### config.mk
export PLATFORM = sky130hd
export DESIGN_NAME = fft_butterfly
export DESIGN_NICKNAME = d
export VERILOG_FILES = /design/src/rtl/fft_butterfly.sv
export SDC_FILE = /design/constraint.sdc
export NUM_CORES = 2
export LEC_CHECK = 0
export ABC_AREA = 1
export ABC_CLOCK_PERIOD_IN_PS = 17600
export CORE_MARGIN = 2
export CORE_UTILIZATION = 30
export DETAILED_ROUTE_END_ITERATION = 8
export MAX_ROUTING_LAYER = met4
export PLACE_DENSITY = 0.45
export SLEW_MARGIN = 15
export SYNTH_ARGS = -nofsm -noshare
export SYNTH_HDL_FRONTEND = slang
export SYNTH_SLANG_ARGS = --single-unit
### constraint.sdc
create_clock -name clk -period 17.6 [get_ports clk]
set_clock_uncertainty 0.2 [all_clocks]
set_input_delay 3.52 -clock clk [delete_from_list [all_inputs] [get_ports clk]]
set_output_delay 3.52 -clock clk [all_outputs]
set_load 0.005 [all_outputs]
### src/rtl/fft_butterfly.sv
// Radix-2 DIT butterfly, four-stage pipeline: X = A + W*B, Y = A - W*B, saturated to DATA_W.
// Optional build macro FFT_BFLY_SCALE_EN halves x and y before saturation.
module fft_butterfly #(
  parameter int DATA_W  = 16,
  parameter int TW_W    = 16,
  parameter int TW_FRAC = 7,
  parameter int ADDR_W  = 9,
  parameter int IDX_W   = 10
) (
  input  logic                     clk,
  input  logic                     reset_n,
  input  logic                     in_valid,
  input  logic [ADDR_W-1:0]        in_tw_addr,
  input  logic signed [DATA_W-1:0] in_a_re,
  input  logic signed [DATA_W-1:0] in_a_im,
  input  logic signed [DATA_W-1:0] in_b_re,
  input  logic signed [DATA_W-1:0] in_b_im,
  input  logic [IDX_W-1:0]         in_idx_a,
  input  logic [IDX_W-1:0]         in_idx_b,
  output logic [ADDR_W-1:0]        tw_addr,
  input  logic signed [TW_W-1:0]   tw_re,
  input  logic signed [TW_W-1:0]   tw_im,
  output logic                     out_valid,
  output logic signed [DATA_W-1:0] out_x_re,
  output logic signed [DATA_W-1:0] out_x_im,
  output logic signed [DATA_W-1:0] out_y_re,
  output logic signed [DATA_W-1:0] out_y_im,
  output logic [IDX_W-1:0]         out_idx_a,
  output logic [IDX_W-1:0]         out_idx_b,
  output logic                     busy,
  output logic                     ovf,
  input  logic                     clr_ovf
);

  // Handshake: valid-only stream. A butterfly is taken on every edge where in_valid=1;
  // there is no ready, results appear with out_valid exactly three edges later.
  localparam int P_W = DATA_W + TW_W;
  localparam int S_W = P_W + 1;
  localparam int E_W = DATA_W + 2;

  // Returns {clip, saturated value}; clip when the upper bits are not a pure sign extension.
  function automatic logic [DATA_W:0] sat_fn(input logic signed [E_W-1:0] v);
    logic all_one;
    logic all_zero;
    all_one  = &v[E_W-1:DATA_W-1];
    all_zero = ~|v[E_W-1:DATA_W-1];
    if (all_one || all_zero) begin
      sat_fn = {1'b0, v[DATA_W-1:0]};
    end else if (v[E_W-1]) begin
      sat_fn = {1'b1, 1'b1, {(DATA_W-1){1'b0}}};
    end else begin
      sat_fn = {1'b1, 1'b0, {(DATA_W-1){1'b1}}};
    end
  endfunction

  logic                     r_s0_valid, r_s1_valid, r_s2_valid, r_out_valid;
  logic signed [DATA_W-1:0] r_s0_a_re, r_s0_a_im, r_s0_b_re, r_s0_b_im;
  logic [IDX_W-1:0]         r_s0_idx_a, r_s0_idx_b;
  logic signed [P_W-1:0]    r_s1_p_rr, r_s1_p_ii, r_s1_p_ri, r_s1_p_ir;
  logic signed [DATA_W-1:0] r_s1_a_re, r_s1_a_im;
  logic [IDX_W-1:0]         r_s1_idx_a, r_s1_idx_b;
  logic signed [E_W-1:0]    r_s2_wb_re, r_s2_wb_im;
  logic signed [DATA_W-1:0] r_s2_a_re, r_s2_a_im;
  logic [IDX_W-1:0]         r_s2_idx_a, r_s2_idx_b;
  logic signed [DATA_W-1:0] r_x_re, r_x_im, r_y_re, r_y_im;
  logic [IDX_W-1:0]         r_idx_a, r_idx_b;
  logic                     r_ovf;

  logic signed [P_W-1:0]    w_b_re_x, w_b_im_x, w_tw_re_x, w_tw_im_x;
  logic signed [P_W-1:0]    w_p_rr, w_p_ii, w_p_ri, w_p_ir;
  logic signed [S_W-1:0]    w_sum_re, w_sum_im;
  logic signed [E_W-1:0]    w_a_re_x, w_a_im_x;
  logic signed [E_W-1:0]    w_x_re, w_x_im, w_y_re, w_y_im;
  logic signed [E_W-1:0]    w_xs_re, w_xs_im, w_ys_re, w_ys_im;
  logic [DATA_W:0]          w_sat_xr, w_sat_xi, w_sat_yr, w_sat_yi;
  logic                     w_clip;

  // The ROM is registered, so the address must leave combinationally in the issue cycle.
  assign tw_addr = in_tw_addr;

  assign w_b_re_x  = $signed({{TW_W{r_s0_b_re[DATA_W-1]}}, r_s0_b_re});
  assign w_b_im_x  = $signed({{TW_W{r_s0_b_im[DATA_W-1]}}, r_s0_b_im});
  assign w_tw_re_x = $signed({{DATA_W{tw_re[TW_W-1]}}, tw_re});
  assign w_tw_im_x = $signed({{DATA_W{tw_im[TW_W-1]}}, tw_im});
  assign w_p_rr    = w_b_re_x * w_tw_re_x;
  assign w_p_ii    = w_b_im_x * w_tw_im_x;
  assign w_p_ri    = w_b_re_x * w_tw_im_x;
  assign w_p_ir    = w_b_im_x * w_tw_re_x;

  assign w_sum_re = $signed({r_s1_p_rr[P_W-1], r_s1_p_rr}) - $signed({r_s1_p_ii[P_W-1], r_s1_p_ii});
  assign w_sum_im = $signed({r_s1_p_ri[P_W-1], r_s1_p_ri}) + $signed({r_s1_p_ir[P_W-1], r_s1_p_ir});

  assign w_a_re_x = $signed({{2{r_s2_a_re[DATA_W-1]}}, r_s2_a_re});
  assign w_a_im_x = $signed({{2{r_s2_a_im[DATA_W-1]}}, r_s2_a_im});
  assign w_x_re   = w_a_re_x + r_s2_wb_re;
  assign w_x_im   = w_a_im_x + r_s2_wb_im;
  assign w_y_re   = w_a_re_x - r_s2_wb_re;
  assign w_y_im   = w_a_im_x - r_s2_wb_im;

`ifdef FFT_BFLY_SCALE_EN
  assign w_xs_re = w_x_re >>> 1;
  assign w_xs_im = w_x_im >>> 1;
  assign w_ys_re = w_y_re >>> 1;
  assign w_ys_im = w_y_im >>> 1;
`else
  assign w_xs_re = w_x_re;
  assign w_xs_im = w_x_im;
  assign w_ys_re = w_y_re;
  assign w_ys_im = w_y_im;
`endif

  assign w_sat_xr = sat_fn(w_xs_re);
  assign w_sat_xi = sat_fn(w_xs_im);
  assign w_sat_yr = sat_fn(w_ys_re);
  assign w_sat_yi = sat_fn(w_ys_im);
  assign w_clip   = w_sat_xr[DATA_W] | w_sat_xi[DATA_W] | w_sat_yr[DATA_W] | w_sat_yi[DATA_W];

  always_ff @(posedge clk or negedge reset_n) begin
    if (!reset_n) begin
      r_s0_valid <= 1'b0;
      r_s1_valid <= 1'b0;
      r_s2_valid <= 1'b0;
      r_out_valid <= 1'b0;
    end else begin
      r_s0_valid <= in_valid;
      r_s1_valid <= r_s0_valid;
      r_s2_valid <= r_s1_valid;
      r_out_valid <= r_s2_valid;
    end
  end

  // Data stages only load on a valid slot so idle ROM outputs never reach the datapath.
  always_ff @(posedge clk or negedge reset_n) begin
    if (!reset_n) begin
      r_s0_a_re <= '0; r_s0_a_im <= '0; r_s0_b_re <= '0; r_s0_b_im <= '0;
      r_s0_idx_a <= '0; r_s0_idx_b <= '0;
    end else if (in_valid) begin
      r_s0_a_re <= in_a_re; r_s0_a_im <= in_a_im;
      r_s0_b_re <= in_b_re; r_s0_b_im <= in_b_im;
      r_s0_idx_a <= in_idx_a; r_s0_idx_b <= in_idx_b;
    end
  end

  always_ff @(posedge clk or negedge reset_n) begin
    if (!reset_n) begin
      r_s1_p_rr <= '0; r_s1_p_ii <= '0; r_s1_p_ri <= '0; r_s1_p_ir <= '0;
      r_s1_a_re <= '0; r_s1_a_im <= '0; r_s1_idx_a <= '0; r_s1_idx_b <= '0;
    end else if (r_s0_valid) begin
      r_s1_p_rr <= w_p_rr; r_s1_p_ii <= w_p_ii;
      r_s1_p_ri <= w_p_ri; r_s1_p_ir <= w_p_ir;
      r_s1_a_re <= r_s0_a_re; r_s1_a_im <= r_s0_a_im;
      r_s1_idx_a <= r_s0_idx_a; r_s1_idx_b <= r_s0_idx_b;
    end
  end

  always_ff @(posedge clk or negedge reset_n) begin
    if (!reset_n) begin
      r_s2_wb_re <= '0; r_s2_wb_im <= '0;
      r_s2_a_re <= '0; r_s2_a_im <= '0; r_s2_idx_a <= '0; r_s2_idx_b <= '0;
    end else if (r_s1_valid) begin
      r_s2_wb_re <= E_W'(w_sum_re >>> TW_FRAC);
      r_s2_wb_im <= E_W'(w_sum_im >>> TW_FRAC);
      r_s2_a_re <= r_s1_a_re; r_s2_a_im <= r_s1_a_im;
      r_s2_idx_a <= r_s1_idx_a; r_s2_idx_b <= r_s1_idx_b;
    end
  end

  always_ff @(posedge clk or negedge reset_n) begin
    if (!reset_n) begin
      r_x_re <= '0; r_x_im <= '0; r_y_re <= '0; r_y_im <= '0;
      r_idx_a <= '0; r_idx_b <= '0;
    end else if (r_s2_valid) begin
      r_x_re <= w_sat_xr[DATA_W-1:0]; r_x_im <= w_sat_xi[DATA_W-1:0];
      r_y_re <= w_sat_yr[DATA_W-1:0]; r_y_im <= w_sat_yi[DATA_W-1:0];
      r_idx_a <= r_s2_idx_a; r_idx_b <= r_s2_idx_b;
    end
  end

  // A fresh clip outranks a simultaneous clear.
  always_ff @(posedge clk or negedge reset_n) begin
    if (!reset_n) begin
      r_ovf <= 1'b0;
    end else if (r_s2_valid && w_clip) begin
      r_ovf <= 1'b1;
    end else if (clr_ovf) begin
      r_ovf <= 1'b0;
    end
  end

  assign out_valid = r_out_valid;
  assign out_x_re  = r_x_re;
  assign out_x_im  = r_x_im;
  assign out_y_re  = r_y_re;
  assign out_y_im  = r_y_im;
  assign out_idx_a = r_idx_a;
  assign out_idx_b = r_idx_b;
  assign busy      = r_s0_valid | r_s1_valid | r_s2_valid | r_out_valid;
  assign ovf       = r_ovf;

endmodule

## Yosys cells after proc, flatten, opt, wreduce, memory -nomap -nowiden

Cells that the tools add are included.

- Register bits after elaboration: 413
- Input bits: 129
- Output and inout bits: 96
- Word-level logic and storage cells: 75

- Add/sub/neg operators: 6
- $mul: 4
- Mux-type cells: 10
- Bitwise logic cells: 6
- Reductions and logical operators: 18

Operators with widths:

| operator | count |
|---|---|
| multiplier 16 x 16 -> 25 bit | 4 |
| 2-to-1 mux 17 bit | 4 |
| 2-to-1 mux 16 bit | 4 |
| adder 16 x 18 -> 18 bit | 2 |
| subtractor 16 x 18 -> 18 bit | 2 |
| adder 25 bit | 1 |
| subtractor 25 bit | 1 |
| AND reduction 3 bit | 4 |
| OR reduction 3 bit | 4 |
| bitwise OR 1 bit | 6 |
| zero test 1 bit | 4 |
| logical OR 1 bit | 4 |
| 2-to-1 mux 1 bit | 2 |
| nonzero test 2 bit | 1 |
| logical AND 1 bit | 1 |

## Depth between registers and ports, before layout

- Depth in word-level cells: 10
- Mapped depth: 28
- Gate-level depth less buffers: 26

## Worst setup path after synthesis

No wires, ideal clock.

- Path kind: input to register
- From: in tw_re[7]
- To: reg r_s1_p_ir[22]
- Library setup time: 0.118 ns
- Data arrival time: 8.622 ns
- Required time: 17.282 ns
- Slack: 8.660 ns
- Stages on the path: 23
- Path buffers: 2
- Cell sequence: clkbuf_1 > clkbuf_1 > nand2_1 > fa_1 > inv_1 > fa_1 > inv_1 > fa_1 > inv_1 > fa_1 > fa_1 > inv_1 > fa_1 > inv_1 > ha_1 > a21oi_1 > o21ai_0 > a21oi_1 > nand3_1 > a21o_1 > or2_2 > nand3_1 > nand2_1

- Longest elaborated chain between the ends: 1

Ends and longest elaborated chain:

| what | RTL line | source |
|---|---|---|
| from (decl) | 21 | `input logic signed [TW_W-1:0] tw_re,` |
| multiplier 16 x 16 -> 25 bit | 88 | `assign w_p_ir = w_b_im_x * w_tw_re_x;` |
| to (signal assigned) | 150 | `r_s1_p_ri <= w_p_ri; r_s1_p_ir <= w_p_ir;` |
| to (decl) | 59 | `logic signed [P_W-1:0] r_s1_p_rr, r_s1_p_ii, r_s1_p_ri, r_s1_p_ir;` |

No other way between the ends.
A chain may end at the register's enable or synchronous reset.

## Final worst setup path

- From: in tw_re[7]
- To: reg r_s1_p_rr[18]

- Longest elaborated chain between the ends: 1

Ends and longest elaborated chain:

| what | RTL line | source |
|---|---|---|
| multiplier 16 x 16 -> 25 bit | 85 | `assign w_p_rr = w_b_re_x * w_tw_re_x;` |
| to (signal assigned) | 149 | `r_s1_p_rr <= w_p_rr; r_s1_p_ii <= w_p_ii;` |
| to (decl) | 59 |  |

No other way between the ends.

==> results.cfg <==
[global_routing]
grt_max_degree = 98
grt_use_met3_pct = 1.79
top_usage_layer = met2
antenna_found_initial = 5
grt_pass1_vias = 46700
met2_usage_pct = 31.1
grt_pass1_wl_um = 279000
grt_use_total_pct = 19.8
met1_usage_pct = 27.9
grt_remaining_overflow = 0

[yosys]
ys_seq_area_share_pct = 18.7
synthDominantCellAreaShare_pct = 28.8
ys_ff_latch = 413
yosys.area.top_type = fa_1
synth_area_leaders = fa_1 (29%), dfrtp_1 (19%), nand2_1 (13%), inv_1 (12%), ha_1 (9.3%)
syn_inst = 7142
ys_warn_count = 0
syn_area_per_cell_um2 = 7.74
ys_types = 55
netlist_area_um2 = 55300
synth_nets = 8477

[die]
rows = 157
io_pins = 225
die_w_um = 433
die_h_um = 433
die-area_um2 = 188000
initial_utilization_pct = 30.2
coreArea_um2 = 183000

[routing]
wl_um = 175000
avgRoutedWirePerCell_um = 18.1
num_vias = 43900
vias_per_cell = 4.53
drtPass1Iterations = 6
drc_errors = 0
dr.first_iter.drc_count = 2623
ant_nets = 0

[clock_tree]
clock_tree.buffer_depth = 3
cts-root-buf = clkbuf_16
tritoncts = built
clk_latency_ns = 0.73
postCtsResizedCells = 0
post_cts_buffers = 0
cts_max_level = 2
clock-sinks = 413
numCtsBuffers = 55
clk_pin_slew_ns = 0.07
holdBufCountCts = 0

[sta]
hold_viol = 0
slew_viol_final = 0
grt_setup_unrepaired = no
slew_headroom_pct = 29.2
post-route-min-period_ns = 9.77
setup_slack_ns = 7.83
setup_viol = 0
max_freq_ghz = 0.102
fin_crit_sh_pct = 55.5
worst_pin_slew_ns = 1.06
tns_ns = 0

[job]
drv_cap = 0

[critical_path]
cp_common_cell = fa_1
critPathRequiredTime_ns = 17.99
crit_fanout = 33
cp_num_buf_inv = 7
max_stage_delay_ns = 0.58
critPathTopFamily = adder cells
cp-end-kind = flip-flop
arrival_ns = 10.16
crit_type = in2reg
slowest_stage = fa_1
critical_path.cell_chain = clkdlybuf4s50_1 > buf_4 > nand2_1 > fa_1 > inv_1 > fa_1 > inv_1 > fa_1 > inv_1 > fa_1 > fa_1 > inv_1 > fa_1 > inv_1 > ha_1 > a21oi_1 > o21ai_0 > a21oi_1 > nand2_1 > nand2_1 > nand2_1 > xnor2_1 > o21ai_0
start_kind = input port

[layout]
syn2layout_area_growth_pct = 11.5
layout.nets = 8508
drive_above_1_share_pct = 4.38
finish.instance_area_um2 = 61700

[placement]
postPlaceCellArea_um2 = 59700
pre_cts_ws_ns = 7.05
gp_congestion = 0.877
dp_hpwl_um = 135000
io_buffers = 206

[status]
status = completed

[hold_path]
hp-class = reg2reg
state kept, by name, summed over array words and instances (netlist names), 18 cells and up:
name,cells
r_s1_p_ir,25
r_s1_p_rr,25
r_s2_wb_im,18
r_s1_p_ii,25
r_s1_p_ri,25
r_s2_wb_re,18
per-layer routing:
metal	wire length, um	share of wire (%)
met5	0	0
met4	3820	2.2
met3	6470	3.7
met2	79100	45
met1	86000	49
final timing paths:
path	start	endpoint	slack (ns)	cells after the start
max	tw_re[7]	r_s1_p_rr[18]	7.83	23
min	r_s2_idx_a[9]	r_s2_idx_a[9]	0.27	2
max reg2reg	r_s0_b_re[5]	r_s1_p_rr[18]	10.47	22
min reg2reg	r_s2_idx_a[9]	r_s2_idx_a[9]	0.27	2
max in group asynchronous	reset_n	r_s1_valid	12.57	3
min in group asynchronous	reset_n	out_y_im[1]	2.54	1
cells in the mapped netlist, drive strengths merged:
cell    number
a21boi       3
o21a         7
ha         410
nand2b       1
nand3      173
mux2        50
nand4       53
and2         4
inv       1805
o211ai       6
o221a        1
and3         2
a221oi       3
o21ai      318
a31oi       25
xnor2       59
nor4        12
buf         68
or2         42
nand2     1933
dfrtp      413
fa         796
o21bai      19
o31ai        3
a32oi        1
a21oi      268
a211o        1
nor3b        1
a21o        31
o311ai       1
a31o         3
xor2        94
clkbuf     241
nor2       248
nand3b      10
a211oi       3
o22ai        4
nor3        30
logic make-up (layout without fill, tap and decap cells):
| kind of cell | Yosys count | in the layout | share of synthesized area (%) |
|---|---|---|---|
| simple gates | 2509 | 2509 | 18.2 |
| buf+inv | 2114 | 2188 | 14.6 |
| mux | 50 | 50 | 1.02 |
| xor+xnor | 153 | 153 | 2.42 |
| compound gates | 697 | 697 | 6.88 |
| fa+ha+maj | 1206 | 1206 | 38.1 |
| other cells | 0 | 2 | 0 |
| flops | 413 | 413 | 18.7 |
final cells by class:
class | instances | area (um2)
Clock inverter | 31 | 444
Inverter | 1805 | 6780
Timing Repair Buffer | 283 | 2650
Fill cell | 19800 | 121000
Multi-Input combinational cell | 4615 | 36900
Antenna cell | 2 | 5.00
Tap cell | 2464 | 3080
Sequential cell | 413 | 10300
Clock buffer | 69 | 1500
stage by stage:
| step | utilization (%) | cells | hold WS [ns] |
|---|---|---|---|
| 2_1_floorplan | - | 7142 | 0.152 |
| 3_3_place_gp | 32.6 | 9580 | 0.257 |
| 3_5_place_dp | 32.6 | 9580 | 0.258 |
| 4_1_cts | 33.7 | 9680 | 0.275 |
| 5_1_grt | 33.7 | 9682 | 0.292 |
| 6_report | 33.7 | 9682 | 0.268 |
placed cells by master (no fill, tap or decap), drive strengths merged, types with 2 or more instances in the layout:
cell,n
nand2,1933
inv,1809
fa,796
dfrtp,413
ha,410
o21ai,318
a21oi,268
nor2,248
clkdlybuf4s50,204
nand3,173
xor2,94
buf,79
clkbuf,69
xnor2,59
nand4,53
mux2,50
or2,42
a21o,31
nor3,30
a31oi,25
o21bai,19
clkinv,17
nor4,12
nand3b,10
o21a,7
bufinv,7
o211ai,6
and2,4
o22ai,4
o31ai,3
a221oi,3
a211oi,3
a31o,3
clkinvlp,3
a21boi,3
diode,2
and3,2
tightest hold or removal path: stages (launching register included):
cell	delay, ns
dfrtp_1	0.34
nand2_1	0.05
nand2_1	0.04
Power is not shown: default switching activity piles up to over one toggle a cycle in this logic, so the estimate is an artifact.
